### src/rtl/fmul_arbiter_if.sv
`default_nettype none
// ---------------------------------------------------------------------------
// fmul_arbiter_if : requester A/B handshakes plus the shared-multiplier bus
// Revision: 1.0
// ---------------------------------------------------------------------------
interface fmul_arbiter_if;
   logic        a_valid;
   logic        a_ready;
   logic [31:0] a_x1;
   logic [31:0] a_x2;
   logic        a_rvalid;
   logic        a_rready;
   logic [31:0] a_y;

   logic        b_valid;
   logic        b_ready;
   logic [31:0] b_x1;
   logic [31:0] b_x2;
   logic        b_rvalid;
   logic        b_rready;
   logic [31:0] b_y;

   logic [31:0] fmul_x1;
   logic [31:0] fmul_x2;
   logic [31:0] fmul_y;
   logic        busy;

   modport master (
      output a_valid, a_x1, a_x2, a_rready,
      input  a_ready, a_rvalid, a_y,
      output b_valid, b_x1, b_x2, b_rready,
      input  b_ready, b_rvalid, b_y,
      input  fmul_x1, fmul_x2, busy,
      output fmul_y
   );

   modport slave (
      input  a_valid, a_x1, a_x2, a_rready,
      output a_ready, a_rvalid, a_y,
      input  b_valid, b_x1, b_x2, b_rready,
      output b_ready, b_rvalid, b_y,
      output fmul_x1, fmul_x2, busy,
      input  fmul_y
   );
endinterface
`default_nettype wire

### src/rtl/fmul_arbiter.sv
`default_nettype none
// ---------------------------------------------------------------------------
// fmul_arbiter : round-robin sharing of one 1-cycle FP multiplier by two requesters
// Revision: 1.0
// ---------------------------------------------------------------------------
module fmul_arbiter (
   input  wire logic      clk,
   input  wire logic      rstn,
   fmul_arbiter_if.slave  bus
);

   localparam logic [1:0] IDLE = 2'd0;
   localparam logic [1:0] MUL  = 2'd1;
   localparam logic [1:0] WB   = 2'd2;

   localparam logic REQ_A = 1'b0;
   localparam logic REQ_B = 1'b1;

   logic [1:0]  state;
   logic [1:0]  next_state;
   logic [31:0] op_x1;
   logic [31:0] op_x2;
   logic        owner;
   logic        last_grant;
   logic        a_full;
   logic        b_full;
   logic [31:0] a_buf;
   logic [31:0] b_buf;

   logic        sel_a;
   logic        sel_b;
   logic        accept;

   // Arbitration view: while rstn is low, decide as if the registers already held reset values.
   logic [1:0]  view_state;
   logic        view_a_full;
   logic        view_b_full;
   logic        view_last;
   logic        elig_a;
   logic        elig_b;
   logic        can_accept;

   always_comb begin
      view_state  = rstn ? state      : IDLE;
      view_a_full = rstn ? a_full     : 1'b0;
      view_b_full = rstn ? b_full     : 1'b0;
      view_last   = rstn ? last_grant : REQ_B;
      can_accept  = (view_state == IDLE) || (view_state == WB);
      elig_a      = !view_a_full && !((view_state != IDLE) && (owner == REQ_A));
      elig_b      = !view_b_full && !((view_state != IDLE) && (owner == REQ_B));
      sel_a       = can_accept && elig_a && bus.a_valid &&
                    (!(elig_b && bus.b_valid) || (view_last == REQ_B));
      sel_b       = can_accept && elig_b && bus.b_valid && !sel_a;
      accept      = sel_a || sel_b;
   end

   // State register together with the datapath registers it governs.
   always_ff @(posedge clk) begin
      if (!rstn) begin
         state      <= IDLE;
         op_x1      <= 32'd0;
         op_x2      <= 32'd0;
         owner      <= REQ_A;
         last_grant <= REQ_B;
         a_full     <= 1'b0;
         b_full     <= 1'b0;
         a_buf      <= 32'd0;
         b_buf      <= 32'd0;
      end else begin
         state <= next_state;
         if (accept) begin
            op_x1      <= sel_b ? bus.b_x1 : bus.a_x1;
            op_x2      <= sel_b ? bus.b_x2 : bus.a_x2;
            owner      <= sel_b;
            last_grant <= sel_b;
         end
         if (a_full && bus.a_rready) a_full <= 1'b0;
         if (b_full && bus.b_rready) b_full <= 1'b0;
         // Write-back never targets a requester that is draining: the owner cannot hold a result.
         if (state == WB) begin
            if (owner == REQ_A) begin
               a_buf  <= bus.fmul_y;
               a_full <= 1'b1;
            end else begin
               b_buf  <= bus.fmul_y;
               b_full <= 1'b1;
            end
         end
      end
   end

   always_comb begin
      next_state = state;
      case (state)
         IDLE:    next_state = accept ? MUL : IDLE;
         MUL:     next_state = WB;
         WB:      next_state = accept ? MUL : IDLE;
         default: next_state = IDLE;
      endcase
   end

   always_comb begin
      bus.a_ready  = sel_a;
      bus.b_ready  = sel_b;
      bus.busy     = (state != IDLE);
      bus.fmul_x1  = op_x1;
      bus.fmul_x2  = op_x2;
      bus.a_rvalid = a_full;
      bus.b_rvalid = b_full;
      bus.a_y      = a_buf;
      bus.b_y      = b_buf;
   end

endmodule
`default_nettype wire

### src/flat_wrapper.sv
// flat-port wrapper written by rule: the top's interface ports become plain ports
module fmul_arbiter_flat 
  (clk, rstn, bus_a_valid, bus_a_x1, bus_a_x2, bus_a_rready, bus_a_ready, bus_a_rvalid, bus_a_y, bus_b_valid, bus_b_x1, bus_b_x2, bus_b_rready, bus_b_ready, bus_b_rvalid, bus_b_y, bus_fmul_x1, bus_fmul_x2, bus_busy, bus_fmul_y);
  fmul_arbiter_if bus_i ();
  input  wire logic clk;
  input  wire logic rstn;
  input wire logic [$bits(bus_i.a_valid)-1:0] bus_a_valid;
  input wire logic [$bits(bus_i.a_x1)-1:0] bus_a_x1;
  input wire logic [$bits(bus_i.a_x2)-1:0] bus_a_x2;
  input wire logic [$bits(bus_i.a_rready)-1:0] bus_a_rready;
  output wire logic [$bits(bus_i.a_ready)-1:0] bus_a_ready;
  output wire logic [$bits(bus_i.a_rvalid)-1:0] bus_a_rvalid;
  output wire logic [$bits(bus_i.a_y)-1:0] bus_a_y;
  input wire logic [$bits(bus_i.b_valid)-1:0] bus_b_valid;
  input wire logic [$bits(bus_i.b_x1)-1:0] bus_b_x1;
  input wire logic [$bits(bus_i.b_x2)-1:0] bus_b_x2;
  input wire logic [$bits(bus_i.b_rready)-1:0] bus_b_rready;
  output wire logic [$bits(bus_i.b_ready)-1:0] bus_b_ready;
  output wire logic [$bits(bus_i.b_rvalid)-1:0] bus_b_rvalid;
  output wire logic [$bits(bus_i.b_y)-1:0] bus_b_y;
  output wire logic [$bits(bus_i.fmul_x1)-1:0] bus_fmul_x1;
  output wire logic [$bits(bus_i.fmul_x2)-1:0] bus_fmul_x2;
  output wire logic [$bits(bus_i.busy)-1:0] bus_busy;
  input wire logic [$bits(bus_i.fmul_y)-1:0] bus_fmul_y;
  assign bus_i.a_valid = bus_a_valid;
  assign bus_i.a_x1 = bus_a_x1;
  assign bus_i.a_x2 = bus_a_x2;
  assign bus_i.a_rready = bus_a_rready;
  assign bus_a_ready = bus_i.a_ready;
  assign bus_a_rvalid = bus_i.a_rvalid;
  assign bus_a_y = bus_i.a_y;
  assign bus_i.b_valid = bus_b_valid;
  assign bus_i.b_x1 = bus_b_x1;
  assign bus_i.b_x2 = bus_b_x2;
  assign bus_i.b_rready = bus_b_rready;
  assign bus_b_ready = bus_i.b_ready;
  assign bus_b_rvalid = bus_i.b_rvalid;
  assign bus_b_y = bus_i.b_y;
  assign bus_fmul_x1 = bus_i.fmul_x1;
  assign bus_fmul_x2 = bus_i.fmul_x2;
  assign bus_busy = bus_i.busy;
  assign bus_i.fmul_y = bus_fmul_y;
  fmul_arbiter u_core (.clk(clk), .rstn(rstn), .bus(bus_i));
endmodule
### config.mk
export PLATFORM = sky130hd
export DESIGN_NAME = fmul_arbiter_flat
export DESIGN_NICKNAME = d
export VERILOG_FILES = /design/src/rtl/fmul_arbiter_if.sv /design/src/rtl/fmul_arbiter.sv /design/src/flat_wrapper.sv
export SDC_FILE = /design/constraint.sdc
export NUM_CORES = 1
export LEC_CHECK = 0
export CORE_AREA = 2 2 120 133
export CTS_CLUSTER_DIAMETER = 80
export CTS_CLUSTER_SIZE = 40
export DETAILED_ROUTE_END_ITERATION = 6
export DIE_AREA = 0 0 122 135
export GPL_ROUTABILITY_DRIVEN = 0
export PLACE_DENSITY = 0.72
export SLEW_MARGIN = 20
export SYNTH_ARGS = -nofsm -noshare
export SYNTH_HDL_FRONTEND = slang
export SYNTH_SLANG_ARGS = --single-unit
export TNS_END_PERCENT = 1
### constraint.sdc
create_clock -name clk -period 2.6 [get_ports clk]
set_input_delay 0.78 -clock clk [delete_from_list [all_inputs] [get_ports clk]]
set_output_delay 0.78 -clock clk [all_outputs]
set_load 0.005 [all_outputs]
==> metrics.txt <==
# TYPE chip_impl_metric gauge
chip_impl_metric{name="sequential_cell_area",unit="sq um"} 2680
chip_impl_metric{name="yosys_top_cell_area_share",unit="%"} 51.7
chip_impl_metric{name="placementRows",unit=""} 47
chip_impl_metric{name="mappedNetlistNets",unit=""} 839
chip_impl_metric{name="synth.avg_cell_area",unit="sq um"} 7.71
chip_impl_metric{name="track_usage",unit="%"} 21.4
chip_impl_metric{name="multi_input_comb_area",unit="sq um"} 2250
chip_impl_info{name="min_path_type",value="flop to flop"} 1
chip_impl_metric{name="synth_cell_types",unit=""} 33
chip_impl_metric{name="layout-area-overhead-vs-synth",unit="%"} 74.3
chip_impl_info{name="most_common_cell_after_layout_fill_and_taps_aside",value="clkdlybuf4s50_1"} 1
chip_impl_info{name="grt_setup_unrepaired",value="no"} 1
chip_impl_info{name="worstSetupStartpoint",value="bus_b_valid"} 1
chip_impl_metric{name="post_route_cells_drive_above_1_share",unit="%"} 7.11
chip_impl_metric{name="vdd_drop_max",unit="V"} 0.000422
chip_impl_metric{name="die_area",unit="sq um"} 16500
chip_impl_metric{name="number_of_remaining_drc_errors",unit=""} 0
chip_impl_metric{name="syn-cell-area",unit="sq um"} 5190
chip_impl_metric{name="dr.first_iter.drc_count",unit=""} 316
chip_impl_info{name="r2r_start",value="u_core.state[0]"} 1
chip_impl_metric{name="worst_skew_pair.late_latency",unit="ns"} 0.42
chip_impl_metric{name="detail_route.first_pass.iterations",unit=""} 5
chip_impl_info{name="min_from",value="u_core.bus.a_y[26]"} 1
chip_impl_metric{name="seq_area_frac_synth",unit="%"} 51.7
chip_impl_metric{name="filler_cell_count",unit=""} 1369
chip_impl_metric{name="final_min_period_over_clock_period",unit="%"} 96.2
chip_impl_metric{name="routed_via_density",unit=""} 4.79
chip_impl_metric{name="place.detailed.hpwl",unit="mm"} 12.8
chip_impl_metric{name="routedWlPerCell",unit="um"} 15.3
chip_impl_metric{name="via_count_of_the_first_global_routing_pass",unit=""} 5225
chip_impl_metric{name="fmax",unit="MHz"} 400
chip_impl_metric{name="worst_setup_hold_path_clk_slew",unit="ns"} 0.06
chip_impl_metric{name="wirelength",unit="mm"} 17.9
chip_impl_metric{name="count_of_buffers_from_port_buffering",unit=""} 298
chip_impl_metric{name="clockBufferDepth",unit=""} 2
chip_impl_metric{name="antenna_cells",unit=""} 0
chip_impl_metric{name="number_of_antenna_violations_at_the_first_check_in_global_routing",unit=""} 0
chip_impl_metric{name="flop_and_latch_count_out_of_synthesis",unit=""} 134
chip_impl_metric{name="critical_path.max_fanout",unit=""} 2
chip_impl_info{name="critical_path.startpoint_type",value="input pin"} 1
chip_impl_metric{name="maximum_level_of_the_cts_h_tree",unit=""} 4
chip_impl_metric{name="required",unit="ns"} 1.82
chip_impl_info{name="post-synth-top-area-cell",value="dfxtp_1"} 1
chip_impl_metric{name="number_of_top_level_pins",unit=""} 299
chip_impl_metric{name="grt_start_max_net_pins",unit=""} 69
chip_impl_metric{name="cellLeakagePower",unit="nW"} 3.34
chip_impl_metric{name="placeableCoreArea",unit="sq um"} 15000
chip_impl_metric{name="synth_cells",unit=""} 673
chip_impl_metric{name="cap_viol_max_count",unit=""} 0
chip_impl_info{name="layout.cells.most_common_list",value="clkdlybuf4s50_1 (293), nand2_1 (255), dfxtp_1 (133), a21oi_1 (67), o21ai_0 (64)"} 1
chip_impl_metric{name="setup_tns",unit="ns"} 0
chip_impl_info{name="end_kind",value="output port"} 1
chip_impl_metric{name="final.setup_skew",unit="ns"} 0.0113
chip_impl_metric{name="floorplan.die.height",unit="um"} 135
chip_impl_metric{name="numCtsBuffers",unit=""} 17
chip_impl_metric{name="dp_worst_setup_slack",unit="ns"} -0.467
chip_impl_metric{name="clock-sinks",unit=""} 134
chip_impl_metric{name="final-setup-viol-count",unit=""} 0
chip_impl_metric{name="ant_nets",unit=""} 0
chip_impl_metric{name="worst-endpoint-arrival",unit="ns"} 1.72
chip_impl_metric{name="ys.warnings.count",unit=""} 0
chip_impl_metric{name="final_hold_viol_count",unit=""} 0
chip_impl_metric{name="post-route-worst-setup-slack",unit="ns"} 0.0985
chip_impl_metric{name="power.density_cell_area",unit="nW/um^2"} 649
chip_impl_metric{name="num-nets-final",unit=""} 1123
chip_impl_metric{name="die-width",unit="um"} 122
chip_impl_metric{name="via_count",unit=""} 5586
chip_impl_info{name="synth_top_cells_by_area",value="dfxtp_1 (52%), nand2_1 (18%), a31oi_1 (7.5%)"} 1
chip_impl_info{name="outcome",value="finished clean"} 1
chip_impl_metric{name="timing.final.max_slew_violations",unit=""} 0
chip_impl_metric{name="globalRouteOverflowTotal",unit=""} 0
chip_impl_info{name="clk_root_buffer_cell",value="clkbuf_16"} 1
chip_impl_metric{name="cts_hold_buf",unit=""} 0
chip_impl_metric{name="grt_first_pass_wirelength",unit="mm"} 27.2
chip_impl_info{name="crit_type",value="input pin to output port"} 1
chip_impl_metric{name="period_needed",unit="ns"} 2.50
chip_impl_info{name="clock_tree_from_tritoncts",value="done"} 1
chip_impl_metric{name="slew-limit-headroom",unit="%"} 45.9
chip_impl_metric{name="floorplan.initialDensity",unit="%"} 34.6
chip_impl_metric{name="worstMarginPinSlew",unit="ns"} 0.811
==> synth_stat cells <==
library cell,instances
o21a_2,1
nor2_1,5
or3b_2,1
nand2_1,255
a211oi_1,2
nand2b_1,4
clkbuf_2,1
nand3b_1,1
a311o_1,1
a211oi_2,1
nor2b_1,1
and3b_1,1
o21ai_1,1
buf_2,27
inv_4,1
or2_2,1
dfxtp_1,134
o31ai_4,1
and2_1,1
buf_4,1
o21ai_2,1
a31oi_1,62
mux2i_1,2
nor3b_1,1
a21oi_4,1
o211ai_1,2
clkbuf_1,24
a21oi_1,67
and3_1,1
buf_1,4
o21ai_0,64
inv_2,1
inv_1,2
==> kinds of logic after synthesis <==
| family | share of synthesized area (%) |
|---|---|
| compound gates | 22.3 |
| flops | 51.7 |
| simple gates | 20.4 |
| buf+inv | 5.21 |
| mux | 0.386 |
==> worst paths after layout <==
check	to	depth (start not counted)	slack, ns
max reg2reg	u_core.bus.fmul_x2[1]	8	0.68
max	bus_a_ready	5	0.1
min	u_core.bus.a_y[26]	2	0.45
min reg2reg	u_core.bus.a_y[26]	2	0.45
==> critical path, stage by stage <==
cell	delay (ns)
dlygate4sd2_1	0.24
nor2b_2	0.15
a311o_1	0.27
inv_1	0.07
clkdlybuf4s15_2	0.20
==> power by group <==
part	switching [mW]	leakage, nW	internal (mW)
registers	0.0698	1.10	2.20
logic	0.433	1.94	0.616
clock network	0.939	0.301	1.61
total	1.44	3.34	4.43
==> routing by layer <==
| layer | global-route usage [%] | up-vias | share of wire [%] |
|---|---|---|---|
| met4 | 9.00 | 0 | 2.7 |
| met5 | 0 | - | 0 |
| met3 | 10.1 | 35 | 11 |
| li1 | - | 2834 | - |
| met2 | 35.4 | 251 | 48 |
| met1 | 23.5 | 2466 | 38 |
==> final cells by class <==
type                       count  area share, %
clock buffer                  18           4.75
clock inverter                14           2.19
inverter                       4          0.194
multi-input combinational    478           24.9
sequential                   134           29.7
tap                          196           2.71
timing repair buffer         322           35.6
==> repair_timing <==
| action | CTS | global route |
|---|---|---|
| gates resized for setup | 8 | 1 |
| setup buffers | 0 | 0 |
| hold endpoints to repair | 0 | 0 |
| pin swaps | 1 | 0 |
| endpoints found under the setup margin | 2 | 1 |
==> flip-flops by register name, indices dropped and copies added, names as in the netlist <==
| name | count |
|---|---|
| u_core.bus.a_y | 32 |
| u_core.bus.b_rvalid | 1 |
| u_core.state | 2 |
| u_core.bus.fmul_x1 | 32 |
| u_core.last_grant | 1 |
| u_core.bus.a_rvalid | 1 |
| u_core.bus.fmul_x2 | 32 |
| u_core.owner | 1 |
| u_core.bus.b_y | 32 |
==> through the flow <==
step / utilization (%) / hold WS [ns] / area (sq um) / cells / power (mW)
CTS: 60.3 / 0.454 / 9040 / 1166 / 5.93
finish: 60.3 / 0.452 / 9040 / 1166 / 5.87
global route: 60.3 / 0.468 / 9040 / 1166 / 6.10
detailed placement: 56.1 / 0.446 / 8410 / 1134 / 3.37
floorplan: - / 0.453 / 5190 / 673 / 2.68
global placement: 56.1 / 0.441 / 8410 / 1134 / 3.36
Note: power is estimated with default switching activity, not from simulation.
